**src/rtl/pipe_ctrl_pkg.sv**
```systemverilog
// Shared types and constants for the pipeline hazard controller.
package pipe_ctrl_pkg;

  typedef enum logic [1:0] {
    ST_RUN      = 2'd0,
    ST_MEM_WAIT = 2'd1,
    ST_DRAIN    = 2'd2,
    ST_HALTED   = 2'd3
  } state_e;

  localparam logic [1:0] FWD_RF  = 2'b00;
  localparam logic [1:0] FWD_WB  = 2'b01;
  localparam logic [1:0] FWD_MEM = 2'b10;

endpackage

```
**src/rtl/forward_unit.sv**
```systemverilog
// ALU operand forwarding select for one source register; EX_MEM beats MEM_WB.
module forward_unit
  import pipe_ctrl_pkg::*;
(
  input  logic [4:0] src_addr,
  input  logic [4:0] mem_rd_addr,
  input  logic       mem_reg_write,
  input  logic [4:0] wb_rd_addr,
  input  logic       wb_reg_write,
  output logic [1:0] fwd_sel
);

  always_comb begin
    fwd_sel = FWD_RF;
    if (mem_reg_write && mem_rd_addr != 5'd0 && mem_rd_addr == src_addr)
      fwd_sel = FWD_MEM;
    else if (wb_reg_write && wb_rd_addr != 5'd0 && wb_rd_addr == src_addr)
      fwd_sel = FWD_WB;
  end

endmodule

```
**src/rtl/pipeline_hazard_ctrl.sv**
```systemverilog
// Central stall/flush/forward sequencer for the 5-stage pipeline, with
// memory wait states, halt/drain FSM and saturating performance counters.
module pipeline_hazard_ctrl
  import pipe_ctrl_pkg::*;
#(
  parameter int CNT_W        = 32,
  parameter int MAX_WAIT     = 255,
  parameter int DRAIN_CYCLES = 4
) (
  input  logic             clk,
  input  logic             rst_n,
  input  logic [4:0]       id_rs_addr,
  input  logic [4:0]       id_rt_addr,
  input  logic             id_uses_rt,
  input  logic [4:0]       ex_rs_addr,
  input  logic [4:0]       ex_rt_addr,
  input  logic [4:0]       ex_rd_addr,
  input  logic             ex_mem_read,
  input  logic [4:0]       mem_rd_addr,
  input  logic             mem_reg_write,
  input  logic             mem_branch,
  input  logic             mem_zero,
  input  logic             mem_jump,
  input  logic             dmem_req,
  input  logic             dmem_ready,
  input  logic [4:0]       wb_rd_addr,
  input  logic             wb_reg_write,
  input  logic             halt_req,
  input  logic             resume,
  output logic             pc_en,
  output logic             if_id_en,
  output logic             id_ex_en,
  output logic             ex_mem_en,
  output logic             mem_wb_en,
  output logic             if_id_flush,
  output logic             id_ex_flush,
  output logic             ex_mem_flush,
  output logic             pc_sel_branch,
  output logic [1:0]       forward_a,
  output logic [1:0]       forward_b,
  output logic             halted,
  output logic             mem_timeout,
  output logic [CNT_W-1:0] stall_cycles,
  output logic [CNT_W-1:0] flush_events,
  output logic [1:0]       dbg_state
);

  localparam int WAIT_W  = (MAX_WAIT < 1) ? 1 : $clog2(MAX_WAIT + 1);
  localparam int DRAIN_W = (DRAIN_CYCLES < 1) ? 1 : $clog2(DRAIN_CYCLES + 1);

  state_e             state_q, state_d, ret_q, ret_d;
  logic [DRAIN_W-1:0] drain_q, drain_d;
  logic [WAIT_W-1:0]  wait_q;
  logic               timeout_q;
  logic [CNT_W-1:0]   stall_q, flush_q;
  logic [1:0]         fwd_a_raw, fwd_b_raw;

  // Data-memory handshake: the access is outstanding while dmem_req is high
  // and completes in the cycle dmem_ready is also high; until then the whole
  // pipeline holds.
  logic freeze, taken, load_use, lu_stall, active, draining, advancing;
  assign freeze    = dmem_req & ~dmem_ready;
  assign taken     = (mem_branch & mem_zero) | mem_jump;
  assign load_use  = ex_mem_read & (ex_rd_addr != 5'd0) &
                     ((ex_rd_addr == id_rs_addr) | (id_uses_rt & (ex_rd_addr == id_rt_addr)));
  assign lu_stall  = load_use & ~taken;
  assign active    = (state_q != ST_HALTED);
  assign draining  = (state_q == ST_DRAIN) | ((state_q == ST_MEM_WAIT) & (ret_q == ST_DRAIN));
  assign advancing = ~freeze & ~lu_stall;

  always_comb begin
    pc_en         = 1'b0;
    if_id_en      = 1'b0;
    id_ex_en      = 1'b0;
    ex_mem_en     = 1'b0;
    mem_wb_en     = 1'b0;
    if_id_flush   = 1'b0;
    id_ex_flush   = 1'b0;
    ex_mem_flush  = 1'b0;
    pc_sel_branch = 1'b0;
    if (rst_n && active && !freeze) begin
      pc_en     = 1'b1;
      if_id_en  = 1'b1;
      id_ex_en  = 1'b1;
      ex_mem_en = 1'b1;
      mem_wb_en = 1'b1;
      if (taken) begin
        pc_sel_branch = 1'b1;
        if_id_flush   = 1'b1;
        id_ex_flush   = 1'b1;
        ex_mem_flush  = 1'b1;
      end else if (load_use) begin
        pc_en       = 1'b0;
        if_id_en    = 1'b0;
        id_ex_flush = 1'b1;
      end else if (draining) begin
        // Draining: stop fetching and feed bubbles behind the last instruction.
        pc_en       = 1'b0;
        if_id_flush = 1'b1;
      end
    end
  end

  always_comb begin
    state_d = state_q;
    ret_d   = ret_q;
    drain_d = drain_q;
    unique case (state_q)
      ST_RUN: begin
        if (freeze) begin
          state_d = ST_MEM_WAIT;
          ret_d   = ST_RUN;
        end else if (halt_req) begin
          state_d = ST_DRAIN;
          drain_d = DRAIN_W'(DRAIN_CYCLES);
        end
      end
      ST_DRAIN: begin
        if (freeze) begin
          state_d = ST_MEM_WAIT;
          ret_d   = ST_DRAIN;
        end else if (advancing) begin
          if (drain_q <= DRAIN_W'(1)) begin
            state_d = ST_HALTED;
            drain_d = '0;
          end else begin
            drain_d = drain_q - 1'b1;
          end
        end
      end
      ST_MEM_WAIT: begin
        if (!freeze) begin
          state_d = ret_q;
          // The completing cycle is itself an advancing drain cycle.
          if (ret_q == ST_DRAIN && advancing) begin
            if (drain_q <= DRAIN_W'(1)) begin
              state_d = ST_HALTED;
              drain_d = '0;
            end else begin
              drain_d = drain_q - 1'b1;
            end
          end
        end
      end
      ST_HALTED: begin
        if (resume) state_d = ST_RUN;
      end
      default: state_d = ST_RUN;
    endcase
  end

  always_ff @(posedge clk or negedge rst_n) begin
    if (!rst_n) begin
      state_q   <= ST_RUN;
      ret_q     <= ST_RUN;
      drain_q   <= '0;
      wait_q    <= '0;
      timeout_q <= 1'b0;
      stall_q   <= '0;
      flush_q   <= '0;
    end else begin
      state_q <= state_d;
      ret_q   <= ret_d;
      drain_q <= drain_d;
      if (active && freeze) begin
        if (int'(wait_q) < MAX_WAIT) wait_q <= wait_q + 1'b1;
        if (int'(wait_q) + 1 >= MAX_WAIT) timeout_q <= 1'b1;
      end else begin
        wait_q <= '0;
      end
      if (active && (freeze || lu_stall) && !(&stall_q)) stall_q <= stall_q + 1'b1;
      if (active && !freeze && taken && !(&flush_q)) flush_q <= flush_q + 1'b1;
    end
  end

  forward_unit u_fwd_a (
    .src_addr      (ex_rs_addr),
    .mem_rd_addr   (mem_rd_addr),
    .mem_reg_write (mem_reg_write),
    .wb_rd_addr    (wb_rd_addr),
    .wb_reg_write  (wb_reg_write),
    .fwd_sel       (fwd_a_raw)
  );

  forward_unit u_fwd_b (
    .src_addr      (ex_rt_addr),
    .mem_rd_addr   (mem_rd_addr),
    .mem_reg_write (mem_reg_write),
    .wb_rd_addr    (wb_rd_addr),
    .wb_reg_write  (wb_reg_write),
    .fwd_sel       (fwd_b_raw)
  );

  assign forward_a    = rst_n ? fwd_a_raw : FWD_RF;
  assign forward_b    = rst_n ? fwd_b_raw : FWD_RF;
  assign halted       = (state_q == ST_HALTED);
  assign mem_timeout  = timeout_q;
  assign stall_cycles = stall_q;
  assign flush_events = flush_q;
  assign dbg_state    = state_q;

endmodule

```
**config.mk**
```make
export PLATFORM = sky130hd
export DESIGN_NAME = pipeline_hazard_ctrl
export DESIGN_NICKNAME = d
export VERILOG_FILES = /design/src/rtl/pipe_ctrl_pkg.sv /design/src/rtl/forward_unit.sv /design/src/rtl/pipeline_hazard_ctrl.sv
export SDC_FILE = /design/constraint.sdc
export NUM_CORES = 1
export LEC_CHECK = 0
export CAP_MARGIN = 25
export CELL_PAD_IN_SITES_DETAIL_PLACEMENT = 1
export CELL_PAD_IN_SITES_GLOBAL_PLACEMENT = 2
export CORE_ASPECT_RATIO = 0.5
export CORE_UTILIZATION = 31
export CTS_CLUSTER_DIAMETER = 60
export DETAILED_ROUTE_END_ITERATION = 8
export PLACE_DENSITY = 0.95
export SLEW_MARGIN = 5
export SYNTH_ARGS = -nofsm -noshare
export SYNTH_HDL_FRONTEND = slang
export SYNTH_SLANG_ARGS = --single-unit
```
**constraint.sdc**
```tcl
create_clock -name clk -period 5.35 [get_ports clk]
set_input_delay 1.07 -clock clk [delete_from_list [all_inputs] [get_ports clk]]
set_output_delay 1.07 -clock clk [all_outputs]
set_load 0.02 [all_outputs]
```
======== After elaboration in Yosys (flattened, before gate mapping) ========
Index checks and enable logic that the tools add are counted.
word-level totals
  flip-flop bits (word level) ............. 80
  latch bits .............................. 0
  RAM bits ................................ 0
  bits in read-only memories .............. 0
  input bits .............................. 48
  output and inout port bits .............. 81
  logic and storage cells ................. 131
  memories kept ........................... 0
cells by class
  add/sub/neg operators ................... 5
  $mul .................................... 0
  div/mod/pow operators ................... 0
  $lt $le $gt $ge ......................... 3
  eq/ne operators ......................... 24
  shifts and indexed selects .............. 0
  multiplexer cells ....................... 46
  bitwise gates (word level) .............. 15
  reductions and logical operators ........ 31
operators by type and width
  cell                                                               number
  adder 32 x 1 -> 32 bit, second input constant                      2
  AND reduction 32 bit                                               2
  == test 5 bit                                                      6
  2-to-1 mux 2 bit                                                   15
  2-to-1 mux 3 bit                                                   7
  2-to-1 mux 1 bit                                                   19
  != test 2 bit, second input constant                               9
  2-to-1 mux 8 bit                                                   2
  logical AND 1 bit                                                  15
  nonzero test 5 bit                                                 3
  adder 8 x 1 -> 9 bit, second input constant                        1
  greater-or-equal comparator 9 x 8 -> 1 bit, second input constant  1
  one-hot mux 3 bit (3 select lines)                                 1
  adder 8 x 1 -> 8 bit, second input constant                        1
  AND 1 bit                                                          8
  < comparator 8 bit, second input constant                          1
  one-hot mux 2 bit (4 select lines)                                 1
  AND reduction 7 bit                                                1
  == test 2 bit, second input constant                               3
  != test 3 bit, second input constant                               2
  AND reduction 5 bit                                                1
  != test 2 x 1 -> 1 bit, second input constant                      2
  inverter 1 bit                                                     4
  one-hot mux 2 bit (2 select lines)                                 1
  other kinds (12)                                                   16

======== Depth between registers and ports, before layout ========
Gate-level depths: netlist (run 1).
  depth in word-level cells ............... 11
  depth in mapped cells ................... 9
  depth with buffers taken out ............ 8

======== By module ========
A second synthesis (run 1) with hierarchy kept.
unflattened totals
  cells, all modules ...................... 490
  area total of the unflattened synthesis .. 4658.2 um2
modules (own cells, without submodules)
  module                times used  cells an instance  area each (um2)  seq. area each (um2)
  pipeline_hazard_ctrl  1           450                4355.4           1976.9
  forward_unit          2           20                 151.4            0.0

======== Worst setup path after synthesis (run 1) ========
No wires, ideal clock.
  path kind ............................... input to output
  from .................................... input port mem_rd_addr[0]
  to ...................................... output port forward_a[0]
  arrival time ............................ 2.587 ns
  setup slack ............................. 1.693 ns
  cell stages on the path ................. 4
  path buffers ............................ 0
  cells stage by stage .................... or4_1 o21ai_0 nor4_1 nor4_1
on the way
  cells in the longest elaborated chain, start to end .. 5
  elaborated cells between the ends (all ways) .. 6
  classes of those cells .................. eq/ne: 1; mux: 2; reduce/logical: 3
ends and longest elaborated chain
  element                RTL line                     text
  start, declared        pipeline_hazard_ctrl.sv:19   input logic [4:0] mem_rd_addr,
  nonzero test 5 bit     forward_unit.sv:15           if (mem_reg_write && mem_rd_addr != 5'd0 && mem_rd_addr == src_addr)
  logical AND 1 bit      forward_unit.sv:15
  logical AND 1 bit (*)  forward_unit.sv:15
  2-to-1 mux 2 bit (*)   forward_unit.sv:15
  2-to-1 mux 2 bit (*)   pipeline_hazard_ctrl.sv:194  assign forward_a = rst_n ? fwd_a_raw : FWD_RF;
  end, declared          pipeline_hazard_ctrl.sv:39   output logic [1:0] forward_a,
Mark *: on every way between the ends. The rest lies on a longest branch, timed or not.

======== Worst setup path in the final report (run 1) ========
Ends and elaborated chain as after synthesis.

==> results.ini, run 1 <==
[status]
status=complete, no violations

[cts]
insertion_delay_ns=0.33
root_buffer=clkbuf_16
cts_buffers=9
cts.reportedPaths.clkPinSlew_ns=0.06
postCtsHoldBufs=0
clock_path_buffers=2
clock-sinks=79
cts_resized=0
htreeDepth=3
post_cts_buffers=0
cts_tree=done

[global_route]
grtUsageTotal_pct=17.38
grt_max_degree=53
grt_pass1_wl_um=20490
grt_pass1_vias=4010
antenna_found_initial=0
grt_overflow=0

[floorplanning]
die_h_um=87.18
rows=30
io_pins=129
dieArea_sq_um=15020
fp.dieW_um=172.4
core_area_sq_um=13850
start_util_pct=32.48

[layout]
multi_input_area_sq_um=2386
register_area_sq_um=1977
synthToLayoutAreaGrowth_pct=39.75
nNetsFinal=642
drive_gt1_share_pct=6.293
fillers=1561
diodes=0

[yosys]
synthXorXnorAreaFrac_pct=17.91
syn_area_sq_um=4498
ys_ff_latch=79
synth_top_family_by_area=simple AND/OR/NAND/NOR gates
synth_adder_area_share_pct=2.782
synth_mux_area_share_pct=1.224
ys_seq_area_share_pct=43.95
synth_nets=509
synthCells=451
yosysWarnings=0
synthDistinctLibCells=53
synthSimpleGateAreaFrac_pct=23.48
avgSynthCellArea_sq_um=9.974
synth-compound-area-share_pct=7.650

[setup_path]
worstPathMaxFanout=3
r2r-end=flush_events[1]
cp_cell_sequence=clkdlybuf4s50_1, or4_1, o21ai_0, nor4_1, nor4_1, clkdlybuf4s50_1
worst_path_largest_cell_delay_ns=0.68
cp_top_family=buffers and inverters
startpoint=mem_rd_addr[0]
worstPathRequired_ns=4.28
cpMaxStageDelayCell=clkdlybuf4s50_1
timing.rr.start=dbg_state[0]
critical_path.endpoint=forward_a[0]
r2r_slack_ns=2.73
cp-start-kind=input pin
worst-path-buf-inv=2
worstSetupPathType=in2out
end_kind=output port
path_depth=6
ff2ff_path_depth=5
worstPathArrival_ns=3.41

[timing]
holdWs_ns=0.4639
rsz0062_at_grt=false
min_period_ns=4.482
fin_tns_setup_ns=0
fin_skew_ns=0.004673
slew_violations=0
finalHoldViolCount=0
worstMarginPinSlew_ns=0.7210
slew_headroom_pct=51.93
setup_viol=0
fin_crit_sh_pct=83.78
fmax_mhz=223.1

[route]
drt_wl_total_um=12130
drt_drc_violations_left=0
dr_total_vias=3843
ant_nets=0
drt_iter0_drc=160
via_per_inst=4.927
wl_per_cell_um=15.55
dr.pass1.iters=4

[placed_design]
dp.final_hpwl_um=9306
io_buffers=128
place_congestion=0.8180

[power]
leakagePower_nw=2.530
vdd_drop_max_mv=0.1424
powerDensity_nw_per_um2=329.3

[min_path]
min_path_type=reg2reg
hold_depth=1
min_from=mem_timeout

[flow_run]
maxCapViolCount=0

[routing by layer]
layer / share of wire [%] / up-vias / GRT usage, %
met3: 3.2 / 9 / 3.090
met1: 46 / 1907 / 22.23
li1: - / 1866 / -
met5: 0 / - / 0
met4: 1.0 / 0 / 5.310
met2: 49 / 61 / 30.02
[cells by family (layout without fill, tap and decap cells)]
group / Yosys count / count (layout)
AOI/OAI and AO/OA: 48 / 48
xor gates and xnor gates: 92 / 92
adders and majority gates: 10 / 10
buffers and inverters: 24 / 161
DFF: 79 / 79
muxes: 5 / 5
and+or+nand+nor: 193 / 193
[layout by cell type (no fill, tap or decap), types with 12 or more instances in the layout]
| cell | synthesis | layout |
|---|---|---|
| inv_1 | 14 | 14 |
| xor2_1 | 22 | 22 |
| nand4_1 | 28 | 28 |
| dfrtp_1 | 79 | 79 |
| nand2_1 | 36 | 36 |
| and3_1 | 14 | 14 |
| xnor2_1 | 70 | 70 |
| clkdlybuf4s50_1 | 0 | 127 |
| nand3_1 | 36 | 36 |
| nor2_1 | 28 | 28 |
| a21oi_1 | 12 | 12 |
| nor3_1 | 13 | 13 |
[how the worst min path moves through the flow]
stage | endpoint | slack, ns
floorplan | drain_q[1] | 0.47
global placement | mem_timeout | 0.44
detailed placement | mem_timeout | 0.45
CTS | mem_timeout | 0.47
global route | mem_timeout | 0.48
finish | mem_timeout | 0.46
[state kept, by name, indices dropped and copies added (netlist names)]
| register | cells |
|---|---|
| flush_events | 32 |
| drain_q | 3 |
| dbg_state | 2 |
| ret_q | 1 |
| stall_cycles | 32 |
| wait_q | 8 |
| mem_timeout | 1 |
[metrics by stage]
| step | instance area (sq um) | power (W) | util (%) | worst slack, ns | std cells |
|---|---|---|---|---|---|
| after floorplan | 4498 | 0.001150 | - | 1.693 | 451 |
| after global placement | 5957 | 0.001402 | 43.01 | 0.9588 | 764 |
| after detailed placement | 5957 | 0.001427 | 43.01 | 0.8348 | 764 |
| after CTS | 6271 | 0.002097 | 45.28 | 0.8450 | 779 |
| after global routing | 6286 | 0.002197 | 45.38 | 0.6386 | 780 |
| final | 6286 | 0.002070 | 45.38 | 0.8675 | 780 |
[power by group]
| group | internal [W] | switching (W) | leakage [nW] |
|---|---|---|---|
| sequential | 0.000669 | 0.0000983 | 1.06 |
| clock | 0.000419 | 0.000236 | 0.149 |
| combinational | 0.000308 | 0.000339 | 1.32 |
| total | 0.00140 | 0.000674 | 2.53 |
[synth_stat cells, drive strengths merged]
| cell | n | area, sq um |
|---|---|---|
| mux2 | 4 | 45.04 |
| o31ai | 2 | 15.01 |
| a21o | 6 | 45.04 |
| and3 | 17 | 113.9 |
| o211ai | 1 | 7.510 |
| clkbuf | 1 | 5.000 |
| and4 | 5 | 43.79 |
| xor2 | 22 | 192.7 |
| nor3 | 15 | 85.08 |
| and2b | 1 | 8.760 |
| nand3b | 1 | 7.510 |
| buf | 9 | 77.57 |
| and4b | 1 | 10.01 |
| nand3 | 36 | 180.2 |
| ha | 10 | 125.1 |
| o21a | 1 | 8.760 |
| o21ai | 8 | 40.04 |
| nor4b | 1 | 8.760 |
| o31a | 1 | 8.760 |
| o22ai | 4 | 31.28 |
| or4 | 4 | 30.03 |
| nor2 | 28 | 105.1 |
| nand4 | 31 | 221.5 |
| a31o | 1 | 8.760 |
| inv | 14 | 52.55 |
| nand2 | 37 | 141.4 |
| a221oi | 1 | 8.760 |
| nor4 | 3 | 18.77 |
| dfrtp | 79 | 1977 |
| a31oi | 4 | 40.04 |
| nand2b | 8 | 50.05 |
| a2111oi | 1 | 8.760 |
| and2 | 3 | 18.77 |
| o2111ai | 1 | 8.760 |
| or3 | 2 | 12.51 |
| xnor2 | 70 | 613.1 |
| o22a | 1 | 8.760 |
| o21bai | 1 | 7.510 |
| a21oi | 12 | 60.06 |
| mux2i | 1 | 10.01 |
| a211o | 1 | 8.760 |
| a211oi | 2 | 27.53 |
[cell type report]
| type | count | area share, % |
|---|---|---|
| multi-input combinational | 348 | 37.96 |
| tap | 192 | 3.822 |
| inverter | 14 | 0.8360 |
| clock buffer | 12 | 3.921 |
| timing repair buffer | 132 | 20.94 |
| clock inverter | 3 | 1.075 |
| sequential | 79 | 31.45 |
(Power assumes the default switching activity.)
==> inputs of run 2 (changes only) <==
Settings changed: CORE_UTILIZATION 31 to 29, PLACE_DENSITY 0.95 to 0.92.
Clock period 5.35 ns to 4.44 ns, I/O delays scaled along.
==> results.ini, run 2 (synthesis results as in run 1) <==
[cts]
clock-sinks=79
htreeDepth=3
cts_tree=done
cts.reportedPaths.clkPinSlew_ns=0.07
root_buffer=clkbuf_16
insertion_delay_ns=0.34
post_cts_buffers=0
cts_buffers=9
clock_path_buffers=2

[timing]
holdWs_ns=0.4581
slew_headroom_pct=51.09
fmax_mhz=243.7
setup_viol=0
finalHoldViolCount=0
fin_crit_sh_pct=92.40
fin_tns_setup_ns=0
rsz0062_at_grt=false
min_period_ns=4.103
fin_skew_ns=0.01680
worstMarginPinSlew_ns=0.7337
finalWorstSetupSlack_ns=0.3373
slew_violations=0

[placed_design]
dp.final_hpwl_um=9215
place_area_sq_um=5972
post-place-ws_ns=0.2340
io_buffers=128
place_congestion=0.8067

[floorplanning]
die_h_um=90.07
core_area_sq_um=14820
start_util_pct=30.36
io_pins=129
fp.dieW_um=178.1
dieArea_sq_um=16040
rows=31

[route]
drt_iter0_drc=153
drt_wl_total_um=11990
dr_total_vias=3799
ant_nets=0
drt_drc_violations_left=0
route.met2.wl_um=5893
via_per_inst=4.827
routed.top_layer=met4
wl_per_cell_um=15.24
met3WireLength_um=342
wl_met1_um=5679
dr.pass1.iters=6

[global_route]
grt_pass1_wl_um=20340
grtUsageTotal_pct=15.65
antenna_found_initial=0
grt_pass1_vias=4034
grt_overflow=0
grt_max_degree=42

[layout]
nNetsFinal=642
final_common_cell=clkdlybuf4s50_1
drive_gt1_share_pct=6.791
diodes=0
synthToLayoutAreaGrowth_pct=39.72
final_util_pct=42.42
finalInstanceArea_sq_um=6285
fillers=1693
mostFrequentLayoutCells=clkdlybuf4s50_1, dfrtp_1, xnor2_1, nand3_1, nand2_1

[setup_path]
cp_cell_sequence=clkdlybuf4s50_1, or4_1, o21ai_1, nor4_1, nor4_1, clkdlybuf4s50_1
worstSetupPathType=in2out
end_kind=output port
cp_top_family=buffers and inverters
worstPathArrival_ns=3.21
worstPathRequired_ns=3.55
cpMaxStageDelayCell=clkdlybuf4s50_1
cp-start-kind=input pin
worst_path_largest_cell_delay_ns=0.66
worst-path-buf-inv=2
worstPathMaxFanout=3

[power]
leakagePower_nw=2.534
vdd_drop_max_mv=0.2436
powerDensity_nw_per_um2=395.2

[status]
status=complete, no violations

[flow_run]
maxCapViolCount=0

[min_path]
min_path_type=reg2reg

## run 2: area by class of cell
type	count	area [sq um]	area share, %
Timing Repair Buffer	132	1309	20.82
Clock inverter	7	87.58	1.394
Inverter	14	52.55	0.8362
Tap cell	198	247.7	3.942
Multi-Input combinational cell	348	2386	37.97
Sequential cell	79	1977	31.46
Clock buffer	9	225.2	3.584
## run 2: what timing repair did
action	in CTS	in global routing
setup endpoints to repair	0	1
resized for setup	0	1
hold buffers	0	0
## run 2: worst paths after layout
kind	cells after the start	endpoint	from	slack (ns)
max	6	forward_a[0]	mem_rd_addr[0]	0.34
min	1	mem_timeout	mem_timeout	0.46
max reg2reg	5	flush_events[1]	dbg_state[1]	1.85
min reg2reg	1	mem_timeout	mem_timeout	0.46
max in group asynchronous	2	flush_events[19]	rst_n	3.34
min in group asynchronous	2	stall_cycles[19]	rst_n	0.70
## run 2: through the flow
step | std cells | power [W]
detailed placement | 771 | 0.001720
finish | 787 | 0.002483
global route | 787 | 0.002622
global placement | 771 | 0.001690
CTS | 787 | 0.002514
floorplan | 451 | 0.001386
## run 2: power by group
part           switching [W]  total (W)  internal (W)
sequential          0.000116   0.000922      0.000805
combinational       0.000406   0.000776      0.000369
clock               0.000335   0.000786      0.000451
total               0.000857    0.00248       0.00163
## run 2: per-layer routing
layer | vias up | GRT usage, %
met5 | - | 0
met4 | 0 | 2.635
met3 | 7 | 3.088
met2 | 63 | 27.01
met1 | 1871 | 20.36
li1 | 1858 | -
## run 2: worst register-to-register path: stages, from the launching register on
cell and delay [ns]:
dfrtp_1 0.43, ha_1 0.37, or3_1 0.49, a21oi_1 0.51, buf_4 0.32, mux2_2 0.35
